==> src/rtl/pc_ctx_bank.sv <==
// Banked program counter with NUM_CTX contexts, a one-cycle handshaked context
// switch, and a preemption quantum timer that interrupts the OS context.
module pc_ctx_bank #(
    parameter int                ADDR_W       = 10,
    parameter int                NUM_CTX      = 4,
    parameter int                CTX_W        = 2,
    parameter int                QUANTUM_W    = 16,
    parameter logic [ADDR_W-1:0] RESET_VECTOR = '0
) (
    input  logic                 clk,
    input  logic                 reset,
    input  logic                 hlt,
    input  logic [ADDR_W-1:0]    address,
    input  logic                 bios_reset,
    input  logic                 ctx_clear,
    input  logic                 sw_req,
    input  logic [CTX_W-1:0]     sw_ctx,
    output logic                 sw_ack,
    output logic                 sw_err,
    input  logic [QUANTUM_W-1:0] quantum,
    input  logic                 irq_ack,
    output logic                 timer_irq,
    output logic [CTX_W-1:0]     active_ctx,
    output logic [ADDR_W-1:0]    outPC,
    input  logic [CTX_W-1:0]     probe_ctx,
    output logic [ADDR_W-1:0]    probe_pc
);

    typedef enum logic {RUN, SWITCH} state_t;

    state_t                         state;
    logic   [CTX_W-1:0]             target;
    logic   [QUANTUM_W-1:0]         qcnt;
    logic   [NUM_CTX-1:0][ADDR_W-1:0] pc;

    logic                 run;
    logic                 count_en;
    logic                 expire;
    logic [QUANTUM_W:0]   qnext;

    assign run      = (state == RUN);
    assign count_en = run && (active_ctx != '0) && !hlt && !timer_irq && (quantum != '0);
    assign qnext    = {1'b0, qcnt} + (QUANTUM_W+1)'(1);
    // >= rather than == so a quantum lowered below the running count still fires
    assign expire   = count_en && (qnext >= {1'b0, quantum});

    // Only the active context's register ever loads; SWITCH suppresses updates
    for (genvar i = 0; i < NUM_CTX; i++) begin : g_ctx
        logic [ADDR_W-1:0] q;
        always_ff @(posedge clk or negedge reset) begin
            if (!reset)
                q <= RESET_VECTOR;
            else if (bios_reset)
                q <= RESET_VECTOR;
            else if (run && active_ctx == CTX_W'(i)) begin
                if (ctx_clear)
                    q <= RESET_VECTOR;
                else if (!hlt)
                    q <= address;
            end
        end
        assign pc[i] = q;
    end

    always_ff @(posedge clk or negedge reset) begin
        if (!reset) begin
            state      <= RUN;
            active_ctx <= '0;
            target     <= '0;
            qcnt       <= '0;
            timer_irq  <= 1'b0;
            sw_ack     <= 1'b0;
            sw_err     <= 1'b0;
        end else begin
            sw_ack <= 1'b0;
            sw_err <= 1'b0;
            if (bios_reset) begin
                state      <= RUN;
                active_ctx <= '0;
                qcnt       <= '0;
                timer_irq  <= 1'b0;
            end else begin
                if (expire)
                    timer_irq <= 1'b1;
                else if (irq_ack)
                    timer_irq <= 1'b0;

                if (quantum == '0 || expire)
                    qcnt <= '0;
                else if (count_en)
                    qcnt <= qnext[QUANTUM_W-1:0];

                // Later assignments below override the counter update above
                case (state)
                    RUN: begin
                        if (sw_req) begin
                            if (int'(sw_ctx) >= NUM_CTX)
                                sw_err <= 1'b1;
                            else if (sw_ctx == active_ctx) begin
                                sw_ack <= 1'b1;
                                qcnt   <= '0;
                            end else begin
                                target <= sw_ctx;
                                state  <= SWITCH;
                            end
                        end
                    end
                    SWITCH: begin
                        active_ctx <= target;
                        qcnt       <= '0;
                        sw_ack     <= 1'b1;
                        state      <= RUN;
                    end
                endcase
            end
        end
    end

    always_comb begin
        outPC    = '0;
        probe_pc = '0;
        for (int i = 0; i < NUM_CTX; i++) begin
            if (active_ctx == CTX_W'(i)) outPC = pc[i];
            if (probe_ctx == CTX_W'(i))  probe_pc = pc[i];
        end
    end

endmodule

==> config.mk <==
export PLATFORM = sky130hd
export DESIGN_NAME = pc_ctx_bank
export DESIGN_NICKNAME = d
export VERILOG_FILES = /design/src/rtl/pc_ctx_bank.sv
export SDC_FILE = /design/constraint.sdc
export NUM_CORES = 1
export LEC_CHECK = 0
export ABC_AREA = 1
export CORE_ASPECT_RATIO = 1.25
export CORE_MARGIN = 1.5
export CORE_UTILIZATION = 50
export DETAILED_ROUTE_END_ITERATION = 8
export PLACE_DENSITY = 0.75
export SLEW_MARGIN = 20
export SYNTH_ARGS = -nofsm -noshare
export SYNTH_HDL_FRONTEND = slang
export SYNTH_SLANG_ARGS = --single-unit
export TNS_END_PERCENT = 10
==> constraint.sdc <==
create_clock -name clk -period 3.3 [get_ports clk]
set_input_delay 0.66 -clock clk [delete_from_list [all_inputs] [get_ports clk]]
set_output_delay 0.66 -clock clk [all_outputs]
set_load 0.1 [all_outputs]
==> flow_summary.json, run 1 <==
{
  "drive_gt1_frac": 0.115,
  "die_w_um": 82.0,
  "pre_cts_slack_ns": 0.331,
  "area_delta_synth_final_pct": 25.4,
  "internal_power_w": 0.00143,
  "ys.flop_type": "dfrtp_1",
  "fin_ws_ns": 0.264,
  "synth_edf_count": 0,
  "cts.sinks": 63,
  "ir_worst_vdd_v": 0.000337,
  "synth_fa_ha_area_frac": 0.0545,
  "fin_nets": 647,
  "post-route-drc-count": 0,
  "cts_tree": "built",
  "start_kind": "input port",
  "setup_viol": 0,
  "crit_buf_inv": 3,
  "rsz0062_at_grt": "no",
  "switching_share": 0.343,
  "ys_ff_latch": 63,
  "worstSetupPathType": "in -> out",
  "place_inst": 674,
  "layout_common_cells": "nand2_1 (140), inv_1 (78), dfrtp_1 (63), o21ai_0 (55), nor2_1 (36)",
  "switchingPower_w": 0.000747,
  "yosysSeqAreaShare": 0.404,
  "max_cap_viol_count": 0,
  "cts_resized": 0,
  "cts_hold_buf": 0,
  "wl_um": 9720,
  "root_buffer": "clkbuf_8",
  "worstPathArrival_ns": 2.38,
  "synthesis.area_mm2": 0.00390,
  "wl_per_cell_um": 14.1,
  "fin_crit_sh": 0.920,
  "grt_util_all_layers": 0.257,
  "die_h_um": 102,
  "worstMarginPinSlew_ns": 0.604,
  "hold_class": "in -> async",
  "die_area_mm2": 0.00835,
  "dr.pass1.iters": 5,
  "power_frac_comb": 0.259,
  "path_clk_slew_ns": 0.08,
  "htree_levels": 3,
  "clk_path_buf_depth": 2,
  "clock_latency_ns": 0.35,
  "syn_nets": 584,
  "synthSimpleGateAreaFrac": 0.235,
  "max_stage_delay_ns": 0.63,
  "crit_path_end_kind": "output pin",
  "async_reset_ff_frac": 1.00,
  "maxSlewHeadroom": 0.597,
  "postCtsSetupBuffers": 0,
  "required_ns": 2.64,
  "synth_xor_area_frac": 0.0314,
  "grt_pass1_vias": 3564,
  "avgSynthCellArea_um2": 7.37,
  "final_common_cell": "nand2_1",
  "synth_top_family_by_area": "simple AND/OR/NAND/NOR gates",
  "via_count": 3695,
  "ys_types": 34,
  "final-hold-violation-count": 0,
  "seqPwrFrac": 0.398,
  "io_pins": 62,
  "fmax_mhz": 329,
  "slew_violations": 0,
  "synth_compound_area_frac": 0.178,
  "crit_family": "buffers and inverters",
  "antenna_found_initial": 0,
  "port_buffers": 60,
  "synthMuxAreaShare": 0,
  "drt_iter0_drc": 242,
  "fillers": 652,
  "cts-buffers-inserted": 9,
  "pwr-share-clk": 0.343,
  "floorplan.initialDensity": 0.521,
  "synthesis.instances": 530,
  "vias_per_cell": 5.36,
  "grt_pass1_wl_um": 16400,
  "routabilityCongestion": 0.934,
  "final.min_clock_period_ns": 3.04,
  "fin_skew_ns": 0.0159,
  "gr-total-overflow": 0,
  "core-area_mm2": 0.00749,
  "grt_max_degree": 48,
  "power_density_mw_per_mm2": 444,
  "crit_chain": "clkdlybuf4s50_1 -> nand2_1 -> inv_1 -> a221oi_1 -> a22oi_1 -> buf_12",
  "num_rows": 35,
  "synth_warnings": 0,
  "p_leak_nw": 2.40,
  "slowest_stage": "clkdlybuf4s50_1",
  "outcome": "completed",
  "crit_fanout": 14,
  "fin_cells": 690,
  "ant_nets": 0,
  "n_antenna_cell": 0,
  "dp_hpwl_um": 7200
}
cell usage after synthesis (5+ instances only):
cell type / instances / share of area
a21oi_1: 28 / 0.036
a221oi_1: 5 / 0.011
a22oi_1: 5 / 0.0096
clkbuf_1: 13 / 0.012
dfrtp_1: 63 / 0.40
ha_1: 17 / 0.054
inv_1: 78 / 0.075
nand2_1: 140 / 0.13
nand3_1: 11 / 0.014
nand4_1: 5 / 0.0080
nor2_1: 36 / 0.035
nor2_2: 12 / 0.019
o211ai_1: 10 / 0.019
o21ai_0: 55 / 0.070
o22ai_1: 12 / 0.019
xor2_1: 14 / 0.031
cells by family (layout without fill, tap and decap cells):
logic type                 count (synthesis)  after routing
other                                      1              1
and+or+nand+nor                          217            217
AOI/OAI and AO/OA                        121            121
xor gates and xnor gates                  14             14
DFF                                       63             63
adders and majority gates                 17             17
buffers and inverters                     97            165
routing by layer:
layer	routed length [um]	GRT usage
met2	4980	0.446
met3	484	0.0432
met1	4150	0.321
met4	112	0.0847
met5	0	0
final cells by class:
cell class	count	area, um2	share of cell area
Clock buffer	9	124	0.0253
Clock inverter	7	97.6	0.0199
Inverter	79	297	0.0606
Multi-Input combinational cell	370	1950	0.398
Sequential cell	63	1580	0.322
Tap cell	92	115	0.0235
Timing Repair Buffer	70	738	0.151
flip-flops by register name, summed over array words and instances (netlist names):
name,count
qcnt,16
state,1
target,2
g_ctx.q,40
sw_ack,1
active_ctx,2
timer_irq,1
worst paths after layout:
kind / start / end / slack (ns) / depth (start not counted)
max: probe_ctx[0] / probe_pc[8] / 0.26 / 6
min: reset / g_ctx[3].q[0] / 0.30 / 1
max reg2reg: qcnt[0] / qcnt[15] / 0.48 / 16
min reg2reg: g_ctx[1].q[9] / g_ctx[1].q[9] / 0.49 / 2
max in group asynchronous: reset / qcnt[10] / 2.38 / 2
min in group clk: g_ctx[1].q[9] / g_ctx[1].q[9] / 0.49 / 2
power by group through the flow:
stage | Clock [W] | Combinational, W | Sequential [W]
2_1_floorplan | 0 | 0.000356 | 0.000885
3_3_place_gp | 0 | 0.000555 | 0.000878
3_5_place_dp | 0 | 0.000564 | 0.000879
4_1_cts | 0.000761 | 0.000567 | 0.000865
5_1_grt | 0.000794 | 0.000608 | 0.000871
6_report | 0.000747 | 0.000564 | 0.000865
metrics by stage:
stage / area (um2) / utilization / total power, W / TNS [ns] / hold slack (ns)
after floorplan: 3910 / - / 0.00124 / -3.03 / 0.364
after global placement: 4670 / 0.624 / 0.00143 / 0 / 0.467
after detailed placement: 4670 / 0.624 / 0.00144 / 0 / 0.481
after CTS: 4890 / 0.654 / 0.00219 / 0 / 0.500
after global routing: 4900 / 0.654 / 0.00227 / 0 / 0.351
final: 4900 / 0.654 / 0.00218 / 0 / 0.304
Note: power is estimated with default switching activity, not from simulation.
==> run 2: changes to the inputs <==
CAP_MARGIN = 20   (was not set)
==> results of run 2 <==
The final DEF is identical to that of run 1; final timing and power are the same.
